`src/rtl/tmds_pkg.sv`:
```
// Shared TMDS definitions: the four control-token codewords, the 2-bit
// control code type and the symbol-alignment FSM state type.
// Used by the channel decoder, the symbol decoder and the encoder.
package tmds_pkg;

  // Control tokens, written bit9..bit0; bit 0 is the first bit on the wire.
  localparam logic [9:0] TOKEN_CTRL0 = 10'b1101010100;
  localparam logic [9:0] TOKEN_CTRL1 = 10'b0010101011;
  localparam logic [9:0] TOKEN_CTRL2 = 10'b0101010100;
  localparam logic [9:0] TOKEN_CTRL3 = 10'b1010101011;

  // Control code {C1,C0}.
  typedef logic [1:0] ctrl_t;

  typedef enum logic [0:0] {
    StSearch,
    StLocked
  } lock_state_e;

endpackage

```
`src/rtl/tmds_symbol_decode.sv`:
```
// Combinational TMDS symbol decoder.
// Ports:
//   sym      - 10-bit aligned symbol (bit 0 earliest)
//   is_token - 1 when sym is one of the four control tokens
//   ctrl     - control code for a token (00 when not a token)
//   data     - 8-bit pixel byte decoded from sym (meaningful for data symbols)
module tmds_symbol_decode
  import tmds_pkg::*;
(
  input  logic [9:0] sym,
  output logic       is_token,
  output ctrl_t      ctrl,
  output logic [7:0] data
);

  logic [7:0] q;

  always_comb begin
    is_token = 1'b1;
    ctrl     = 2'b00;
    case (sym)
      TOKEN_CTRL0: ctrl = 2'b00;
      TOKEN_CTRL1: ctrl = 2'b01;
      TOKEN_CTRL2: ctrl = 2'b10;
      TOKEN_CTRL3: ctrl = 2'b11;
      default:     is_token = 1'b0;
    endcase
  end

  // bit 9 flags DC-balance inversion, bit 8 selects XOR (1) or XNOR (0) chaining.
  always_comb begin
    q       = sym[9] ? ~sym[7:0] : sym[7:0];
    data    = 8'h00;
    data[0] = q[0];
    for (int i = 1; i < 8; i++) begin
      data[i] = sym[8] ? (q[i] ^ q[i-1]) : ~(q[i] ^ q[i-1]);
    end
  end

endmodule

```
`src/rtl/tmds_channel_decoder.sv`:
```
// TMDS single-channel receiver: aligns an arbitrary-phase 10-bit word stream
// using runs of control tokens and decodes each symbol to pixel data or a
// control code.
// Ports:
//   clk_25mhz - pixel clock
//   reset     - synchronous, active-high
//   i_word    - raw deserialized word, bit 0 earliest
//   o_data    - decoded pixel byte (valid when o_de=1, held across tokens)
//   o_de      - 1 = data symbol, 0 = control token
//   o_ctrl    - decoded {C1,C0} (valid when o_de=0, held across data)
//   o_locked  - symbol alignment achieved
//   o_offset  - current bit offset 0..9
module tmds_channel_decoder
  import tmds_pkg::*;
#(
  parameter int unsigned LOCK_RUN      = 8,
  parameter int unsigned SEARCH_WINDOW = 1024,
  parameter int unsigned MAX_GAP       = 2048
) (
  input  logic       clk_25mhz,
  input  logic       reset,
  input  logic [9:0] i_word,
  output logic [7:0] o_data,
  output logic       o_de,
  output logic [1:0] o_ctrl,
  output logic       o_locked,
  output logic [3:0] o_offset
);

  localparam int unsigned RunW = (LOCK_RUN > 1) ? $clog2(LOCK_RUN) : 1;
  localparam int unsigned WinW = (SEARCH_WINDOW > 1) ? $clog2(SEARCH_WINDOW) : 1;
  localparam int unsigned GapW = (MAX_GAP > 1) ? $clog2(MAX_GAP) : 1;

  localparam logic [RunW-1:0] RunLast = RunW'(LOCK_RUN - 1);
  localparam logic [WinW-1:0] WinLast = WinW'(SEARCH_WINDOW - 1);
  localparam logic [GapW-1:0] GapLast = GapW'(MAX_GAP - 1);

  logic [9:0]  prev_q;
  logic [19:0] window_shifted;
  logic [9:0]  sym;
  logic        is_token;
  ctrl_t       ctrl;
  logic [7:0]  data;

  lock_state_e     state_q;
  logic [3:0]      offset_q;
  logic [3:0]      offset_next;
  logic [RunW-1:0] run_q;
  logic [WinW-1:0] win_q;
  logic [GapW-1:0] gap_q;

  // Symbol at offset k is {i_word, prev}[k+9:k].
  assign window_shifted = {i_word, prev_q} >> offset_q;
  assign sym            = window_shifted[9:0];
  assign offset_next    = (offset_q == 4'd9) ? 4'd0 : offset_q + 4'd1;

  tmds_symbol_decode u_symbol_decode (
    .sym      (sym),
    .is_token (is_token),
    .ctrl     (ctrl),
    .data     (data)
  );

  // Decode path runs regardless of lock; consumers qualify with o_locked.
  always_ff @(posedge clk_25mhz) begin
    if (reset) begin
      prev_q <= 10'd0;
      o_data <= 8'd0;
      o_de   <= 1'b0;
      o_ctrl <= 2'b00;
    end else begin
      prev_q <= i_word;
      o_de   <= ~is_token;
      if (is_token) begin
        o_ctrl <= ctrl;
      end else begin
        o_data <= data;
      end
    end
  end

  always_ff @(posedge clk_25mhz) begin
    if (reset) begin
      state_q  <= StSearch;
      offset_q <= 4'd0;
      run_q    <= '0;
      win_q    <= '0;
      gap_q    <= '0;
    end else begin
      case (state_q)
        StSearch: begin
          // Lock takes priority over window expiry so the offset stays put.
          if (is_token && (run_q == RunLast)) begin
            state_q <= StLocked;
            run_q   <= '0;
            win_q   <= '0;
            gap_q   <= '0;
          end else if (win_q == WinLast) begin
            offset_q <= offset_next;
            win_q    <= '0;
            run_q    <= '0;
          end else begin
            win_q <= win_q + WinW'(1);
            run_q <= is_token ? run_q + RunW'(1) : '0;
          end
        end
        StLocked: begin
          if (is_token) begin
            gap_q <= '0;
          end else if (gap_q == GapLast) begin
            state_q  <= StSearch;
            offset_q <= offset_next;
            run_q    <= '0;
            win_q    <= '0;
            gap_q    <= '0;
          end else begin
            gap_q <= gap_q + GapW'(1);
          end
        end
        default: state_q <= StSearch;
      endcase
    end
  end

  assign o_locked = (state_q == StLocked);
  assign o_offset = offset_q;

endmodule

```
`config.mk`:
```
export PLATFORM = sky130hd
export DESIGN_NAME = tmds_channel_decoder
export DESIGN_NICKNAME = d
export VERILOG_FILES = /design/src/rtl/tmds_pkg.sv /design/src/rtl/tmds_symbol_decode.sv /design/src/rtl/tmds_channel_decoder.sv
export SDC_FILE = /design/constraint.sdc
export NUM_CORES = 1
export LEC_CHECK = 0
export ABC_AREA = 1
export CAP_MARGIN = 10
export CORE_MARGIN = 2
export CORE_UTILIZATION = 55
export DETAILED_ROUTE_END_ITERATION = 7
export PLACE_DENSITY = 0.77
export SLEW_MARGIN = 20
export SYNTH_ARGS = -nofsm -noshare
export SYNTH_HDL_FRONTEND = slang
export SYNTH_HIERARCHICAL = 1
export SYNTH_SLANG_ARGS = --single-unit
```
`constraint.sdc`:
```
create_clock -name clk_25mhz -period 6.9 [get_ports clk_25mhz]
set_clock_uncertainty 0.2 [all_clocks]
set_input_delay 1.38 -clock clk_25mhz [delete_from_list [all_inputs] [get_ports clk_25mhz]]
set_output_delay 1.38 -clock clk_25mhz [all_outputs]
set_load 0.01 [all_outputs]
```
; ---- After elaboration in Yosys (flattened, before gate mapping)
; Index checks and enable logic that the tools add are counted.
[classes]
n_addsub = 4
multipliers = 0
div_mod_pow = 0
n_lt_le_gt_ge = 0
n_eq_ne = 13
n_shift = 1
mux = 35
bitwise_logic = 17
n_reduce_logical = 4
[op_table]
columns = operator, n
row1 = 10-bit 2-to-1 mux, 4
row2 = 11-bit 2-to-1 mux, 3
row3 = "10-bit == test, second input constant", 3
row4 = 11-bit one-hot mux with 2 select lines, 1
row5 = 4-bit 2-to-1 mux, 5
row6 = 10-bit one-hot mux with 2 select lines, 1
row7 = 20-bit by 4-bit >> shifter with 10-bit output, 1
row8 = 3-bit 2-to-1 mux, 5
row9 = "11-bit by 1-bit adder with 11-bit output, second input constant", 1
row10 = "11-bit == test, second input constant", 1
row11 = 1-bit 2-to-1 mux, 11
row12 = "10-bit by 1-bit adder with 10-bit output, second input constant", 1
row13 = "10-bit by 8-bit == test with 1-bit output, second input constant", 1
row14 = "10-bit by 9-bit == test with 1-bit output, second input constant", 1
row15 = 1-bit NOT, 9
row16 = 8-bit 2-to-1 mux, 1
row17 = "2-bit inequality test, second input constant", 4
row18 = 8-bit NOT, 1
row19 = 4-bit one-hot mux with 2 select lines, 1
row20 = 1-bit bitwise XOR, 7
row21 = 2-bit one-hot mux with 3 select lines, 1
row22 = 3-bit one-hot mux with 2 select lines, 1
row23 = "4-bit by 1-bit adder with 4-bit output, second input constant", 1
row24 = "4-bit == test, second input constant", 1
row25 = 8 further kinds, 8
[totals]
reg_bits = 50
latch_bits = 0
ram_bits = 0
mem_bits_ro = 0
out_inout_bits = 16
word_cells = 83
n_memories = 0

; ---- Depth between registers and ports, before layout
; Gate-level depths: netlist of run 1.
[depth]
depth_word = 8
mapped_depth = 25
depth_no_buf = 23

; ---- Modules after synthesis
; The synthesis of run 1 kept the hierarchy.
[modules_own_cells]
columns = mod, n_inst, cells_each, area_per_inst_um2
row1 = tmds_channel_decoder, 1, 457, 2879.0
row2 = tmds_symbol_decode, 1, 57, 335.3

; ---- Worst setup path before layout of run 1
; OpenSTA, ideal clock, no wires.
[synth_timing]
kind = input port to flip-flop
start = input port i_word[4]
end = register gap_q[8]
setup_ns = 0.116
arrival_ns = 3.338
slack_ns = 3.246
cell_stages = 21
path_buffers = 1
cell_sequence = inv_1 o21ai_0 or2_2 o211ai_1 o21ai_0 inv_1 nand2_1 inv_1 ha_1 nand2_1 nor2_1 nand2_1 nand2_1 nand2_1 inv_1 nor2_2 buf_2 nor2_1 o21ai_0 nand2_1 a21oi_1
[synth_between]
elab_chain_len = 6
word_cells_on_any_way = 11
[synth_lines]
columns = element, line
row1 = "start, declared", tmds_channel_decoder.sv:22  ; input logic [9:0] i_word,
row2 = 20-bit by 4-bit >> shifter with 10-bit output (*), tmds_channel_decoder.sv:53  ; assign window_shifted = {i_word, prev_q} >> offset_q;
row3 = via window_shifted[2], tmds_channel_decoder.sv:39  ; logic [19:0] window_shifted;
row4 = 10-bit == test (tied with other cells), tmds_symbol_decode.sv:21  ; case (sym)
row5 = 4-bit OR reduction (no source line) (*), -
row6 = 1-bit 2-to-1 mux (*), tmds_symbol_decode.sv:21
row7 = via is_token, tmds_channel_decoder.sv:41  ; logic is_token;
row8 = 11-bit 2-to-1 mux or 1-bit logical AND (tied branches), "tmds_channel_decoder.sv:108, tmds_channel_decoder.sv:93"
row9 = 11-bit one-hot mux with 2 select lines or 2-bit inequality test (tied branches), -
row10 = "end signal, assigned", tmds_channel_decoder.sv:117  ; gap_q <= gap_q + GapW'(1);
row11 = "end, declared", tmds_channel_decoder.sv:50  ; logic [GapW-1:0] gap_q;
; Mark *: on every way through the listed nets, which the timed path passes. The rest lies on a longest branch.
; A chain may end at the register's enable or synchronous reset.

; ---- Worst setup path in the final report of run 1
[layout_timing]
start = input port i_word[5]
end = register offset_q[0], in the netlist o_offset[0]
[layout_between]
elab_chain_len = 7
word_cells_on_any_way = 11
[layout_lines]
columns = element, line
row1 = 20-bit by 4-bit >> shifter with 10-bit output (*), tmds_channel_decoder.sv:53
row2 = via window_shifted[2], tmds_channel_decoder.sv:39
row3 = 10-bit == test (tied with other cells), tmds_symbol_decode.sv:21
row4 = 4-bit OR reduction (no source line) (*), -
row5 = 1-bit 2-to-1 mux (*), tmds_symbol_decode.sv:21
row6 = via is_token, tmds_channel_decoder.sv:41
row7 = 1-bit logical AND, tmds_channel_decoder.sv:93  ; if (is_token && (run_q == RunLast)) begin
row8 = 2-bit inequality test (no source line), -
row9 = 4-bit AND reduction (no source line) (*), -
row10 = "end signal, assigned", tmds_channel_decoder.sv:99  ; offset_q <= offset_next;
row11 = "end signal, assigned", tmds_channel_decoder.sv:112  ; offset_q <= offset_next;
row12 = "end, declared", tmds_channel_decoder.sv:46  ; logic [3:0] offset_q;
; Marked as above.

==> metrics, run 1 <==
1st-iter DRT viols 117; final hold viol count 0; post-CTS setup buffers 0; overflow left after global routing 0; top cell type's share of synthesized area 31.1%; compound-gate portion of the synthesized area 12.8%; Multi-input gate area 1890 um2; gpl congestion 0.888; top cells by area in the synthesized netlist dfxtp_1, nand2_1, nand3_1, o21ai_0, nor2_1; Inst Count DP 592; Layout Area Growth over Synthesis 11.3%; WS Path Type input pin to flip-flop; pin count of the biggest net entering global routing 39; Max Cap Viol 0; Post-Synth XOR/XNOR Area 2.72%; die area 6470 um2; initial core utilization 57.7%; maximum vdd drop 0.0938 mV; crit share post-route 70.5%; first-pass GRT wire length 12000 um; worst slack at placement 1.74 ns; f_max 0.206 GHz; initial antenna violation count 0; fill cell count 532; Static Leakage 1.57 nW; CTS Buf Count 5; top-count cell post-synth nand2_1; Yosys cell types 31; detailed-route DRC error count 0; layout cell share with drive strength beyond 1 5.68%; Max Slew Vio Count 0; Diodes inserted 0; Yosys warning total 6; top_reg_cell synth dfxtp_1; CTS HTree Levels 2; top post-synthesis cells by count nand2_1, nor2_1, inv_1, dfxtp_1, nand3_1; Die Ht 80.4 um; multiplexer area fraction after synthesis 0%; Non-Filler Instances 600; Synth Area in Simple Gates 38.5%; Post-Synth Adder-Cell Area 4.67%; cell taking the most area after synthesis dfxtp_1; hold_buf cts 0; clock transition at the registers of the reported paths 0.10 ns; Worst Setup End Kind flip-flop; CP Data Required Time 6.92 ns; Post-DP Area 3460 um2; fin crit period 4.87 ns; Clock Tree Buf Depth 2; worst skew pair latency 0.31 ns; EDFF count, synth 0; setup ws final 2.03 ns; Mapped Cells 514; Core Box Area 5570 um2; clk root buf clkbuf_8; Avg Cell Area, Syn 6.25 um2; TritonCTS clock tree built; fin nets 551; ys async rst share 0%; startpoint types input pin; Detailed Place HPWL 5190 um; final instance area 3580 um2; Register Area 1000 um2; Pre-antenna DRT Iters 5; Worst-Margin Slew 1.04 ns; # resized after CTS 0; crit-path max FO 17; Row Count 27; I/O Buffers 27; syn_nets 538; IO Pins 28; clock sinks 50; Layout Utilization 64.2%; unrepaired setup endpoints after global routing false; Crit path arrival time 4.89 ns; main combinational cell family by area after synthesis simple AND/OR/NAND/NOR gates; DRT antenna net count 0; Finish-stage setup viols 0; Cell Pwr Density 163 nW/um2; Mapped Area 3210 um2; all-layer global routing usage 23.2%; vias in the first global route 2674; Die W 80.4 um; Yosys reg bits 50; vias per cell 5.34; Hold Crit Class flip-flop to flip-flop; sequential element share of the synthesized area 31.1%; WL final 7050 um; Rel. slew slack 30.4%; Setup TNS Final 0 ns; routed via count 3205; Wirelength per Cell 11.7 um; outcome finished, final reports clean
final cells by class:
| type | instances | share of cell area, % |
|---|---|---|
| Clock buffer | 5 | 1.92 |
| Clock inverter | 3 | 1.22 |
| Inverter | 56 | 6.02 |
| Multi-Input combinational cell | 387 | 52.8 |
| Sequential cell | 50 | 28.0 |
| Tap cell | 72 | 2.52 |
| Timing Repair Buffer | 27 | 7.56 |
sequential cells by signal (all words and copies together), names as in the netlist:
name,count
o_data,8
win_q,10
o_de,1
o_locked,1
o_offset,4
prev_q,10
run_q,3
o_ctrl,2
gap_q,11
power breakdown:
| part | total, W | internal [W] | switching (W) |
|---|---|---|---|
| registers | 0.000302 | 0.000298 | 0.00000455 |
| logic | 0.0000665 | 0.0000301 | 0.0000365 |
| clock network | 0.000213 | 0.000109 | 0.000104 |
| total | 0.000582 | 0.000437 | 0.000145 |
layer usage:
layer / up-vias / GRT usage, % / share of wire [%] / wire length [um]
met5: - / 0 / 0 / 0
met4: 0 / 6.61 / 1.0 / 72
met3: 7 / 3.37 / 5.2 / 367
met2: 86 / 36.8 / 44 / 3110
met1: 1449 / 32.5 / 50 / 3490
li1: 1663 / - / - / -
through the flow:
stage	total power, W	hold slack [ns]
2_1_floorplan	0.000350	0.225
3_3_place_gp	0.000374	0.233
3_5_place_dp	0.000376	0.237
4_1_cts	0.000585	0.252
5_1_grt	0.000608	0.288
6_report	0.000582	0.253
kinds of logic (layout without fill, tap and decap cells):
group,Yosys count,after routing
DFF,50,50
buffers and inverters,77,91
and+or+nand+nor,289,289
adders and majority gates,12,12
AOI/OAI and AO/OA,76,76
xor gates and xnor gates,10,10
critical path: stages:
cell and delay (ns):
clkdlybuf4s50_1 0.42, nand2_1 0.07, o21ai_0 0.16, or2_2 0.36
o211ai_1 0.10, o21ai_0 0.12, inv_1 0.07, nand2_1 0.10
inv_1 0.10, ha_1 0.14, nand2_1 0.05, nor2_1 0.12
nand2_1 0.08, nand2_1 0.39, inv_1 0.36, nand4_4 0.28
nand2_4 0.15, nand2_1 0.20, nand2_1 0.07, a21oi_1 0.15
cells in the final DEF (no fill, tap or decap), types with 2 or more instances in the layout:
master | Yosys | layout
xor2_1 | 8 | 8
inv_1 | 52 | 52
xnor2_1 | 2 | 2
nand4_1 | 3 | 3
ha_1 | 12 | 12
clkbuf_8 | 0 | 5
nor2_2 | 2 | 2
o211ai_1 | 5 | 5
nand2_2 | 4 | 4
nor2_4 | 3 | 3
inv_6 | 1 | 2
o21ai_0 | 47 | 47
dfxtp_1 | 50 | 50
a21oi_1 | 21 | 21
or2_2 | 7 | 7
nand3_1 | 49 | 49
nand2_1 | 156 | 156
clkdlybuf4s50_1 | 0 | 27
nor2_1 | 60 | 60
inv_2 | 2 | 2
nor3_1 | 3 | 3
path summary, 6_finish.rpt:
check,start,to,slack [ns],cells past startpoint
worst max-delay path,i_word[5],o_offset[0],2.03,20
worst min-delay path,win_q[6],win_q[6],0.25,2
worst max register to register,o_offset[0],o_offset[0],2.38,18
worst min register to register,win_q[6],win_q[6],0.25,2
Power figures use the tool's default switching activity.
==> run 2, diff against run 1 <==
==> constraint.sdc (replaced) <==
create_clock -name clk_25mhz -period 4.83 [get_ports clk_25mhz]
set_clock_uncertainty 0.2 [all_clocks]
set_input_delay 0.966 -clock clk_25mhz [delete_from_list [all_inputs] [get_ports clk_25mhz]]
set_output_delay 0.966 -clock clk_25mhz [all_outputs]
set_load 0.01 [all_outputs]
==> run 2 against run 1 <==
Wire length up 1.8%. Sequential power up 43%. Sequential share of layout area down 0.37 points. Worst hold slack better by 0.0031 ns. Register-to-register slack worse by 1.5 ns. Global-route usage up 0.094 points. Core utilization up 0.85 points. Clock-buffer cell count unchanged. Critical endpoint is now win_q[5].
==> metrics, run 2 (synthesis gave the netlist of run 1 again) <==
outcome finished, final reports clean; worst skew pair latency 0.31 ns; die area 6470 um2; CP Data Required Time 4.86 ns; most frequent cells in the layout nand2_1, nor2_1, inv_1; Cell Pwr Density 228 nW/um2; # resized after CTS 0; Rel. slew slack 42.8%; initial core utilization 57.7%; overflow left after global routing 0; fin nets 558; layout cell share with drive strength beyond 1 6.74%; Hold Crit Class flip-flop to flip-flop; hold_buf cts 0; largest registers gap_q: 11 flops, prev_q: 10 flops, win_q: 10 flops; final hold viol count 0; crit share post-route 85.2%; Worst R2R Path Depth 24; max reg flops 11; Die Ht 80.4 um; first-pass GRT wire length 12100 um; clock transition at the registers of the reported paths 0.09 ns; switching power 0.000204 W; Wirelength per Cell 11.8 um; DRT antenna net count 0; maximum vdd drop 0.113 mV; Clock Tree Buf Depth 2; f_max 0.243 GHz; Pre-antenna DRT Iters 4; Max Cap Viol 0; Die W 80.4 um; sw frac 24.7%; gpl congestion 0.934; Setup TNS Final 0 ns; Detailed Place HPWL 5370 um; Worst Setup End Kind flip-flop; most flop-heavy register gap_q; Row Count 27; pin count of the biggest net entering global routing 31; 1st-iter DRT viols 119; Max Slew Vio Count 0; Diodes inserted 0; detailed-route DRC error count 0; Layout Area Growth over Synthesis 12.8%; clock sinks 50; Crit path arrival time 4.14 ns; Core Box Area 5570 um2; crit-path max FO 14; initial antenna violation count 0; vias per cell 5.23; Static Leakage 1.60 nW; Hold WS 0.256 ns; TritonCTS clock tree built; startpoint types input pin; fin crit period 4.12 ns; WL final 7170 um; I/O Buffers 27; Comb pwr share 11.7%; hold_sp win_q[6]; sequential group share of total power 52.3%; r2r startpoint o_offset[0]; all-layer global routing usage 23.3%; CTS HTree Levels 2; crit path from i_word[2]; Register Area 1000 um2; routed via count 3168; vias in the first global route 2789; Worst-Margin Slew 0.857 ns; post-CTS setup buffers 0; WS Path Type input pin to flip-flop; Multi-input gate area 1890 um2; hold depth 2; Finish-stage setup viols 0; unrepaired setup endpoints after global routing false; CTS Buf Count 5; clk root buf clkbuf_8; IO Pins 28; fill cell count 551; cell internal pwr 0.000622 W; power share of the clock group 36.0%; commonest non-fill, non-tap cell in the layout nand2_1
-- run 2: power groups by stage --
stage | combinational [W] | clock [W] | sequential, W
floorplan | 0.0000564 | 0 | 0.000444
global placement | 0.0000944 | 0 | 0.000441
detailed placement | 0.0000959 | 0 | 0.000442
CTS | 0.0000970 | 0.000304 | 0.000432
global route | 0.000109 | 0.000316 | 0.000434
finish | 0.0000966 | 0.000298 | 0.000432
-- run 2: layout make-up --
cell class,instances,area share (%)
tap,72,2.49
timing repair buffer,34,8.91
clock inverter,2,1.07
inverter,56,5.94
clock buffer,5,1.90
sequential,50,27.6
multi-input combinational,387,52.1
-- run 2: path summary, 6_finish.rpt --
| check | endpoint | slack [ns] |
|---|---|---|
| hold reg to reg | win_q[6] | 0.26 |
| hold / removal | win_q[6] | 0.26 |
| setup / recovery | win_q[5] | 0.71 |
| setup reg to reg | win_q[5] | 0.88 |
-- run 2: critical path, cell delays in order --
cell and delay [ns]:
clkdlybuf4s50_1 0.47, inv_1 0.07, nand2_1 0.06, o21ai_0 0.14, nand2_1 0.10, o21ai_0 0.14
o21ai_0 0.20, inv_1 0.06, nand2_1 0.15, inv_1 0.08, ha_1 0.18, nand2_1 0.07
nor2_1 0.06, nand2_1 0.06, nand2_1 0.07, nand2_1 0.08, inv_1 0.08, nor2_2 0.43
nand2_1 0.18, inv_1 0.15, nand2_1 0.06, nand2_1 0.05, nand2_1 0.05, a21oi_1 0.16
-- run 2: routing by layer --
metal	vias to the layer above	part of all wire, %	GRT usage, %
met1	1411	48	31.6
met4	0	1.1	5.42
met2	77	46	38.9
met5	-	0	0
li1	1670	-	-
met3	10	5.4	3.26
-- run 2: per-stage QoR --
stage	total power (W)	worst slack [ns]	util (%)	cell area, um2	cells
2_1_floorplan	0.000501	1.59	-	3210	514
3_3_place_gp	0.000536	0.552	63.1	3520	599
3_5_place_dp	0.000538	0.464	63.1	3520	599
4_1_cts	0.000833	0.738	65.0	3620	606
5_1_grt	0.000859	0.283	65.0	3620	606
6_report	0.000826	0.713	65.0	3620	606
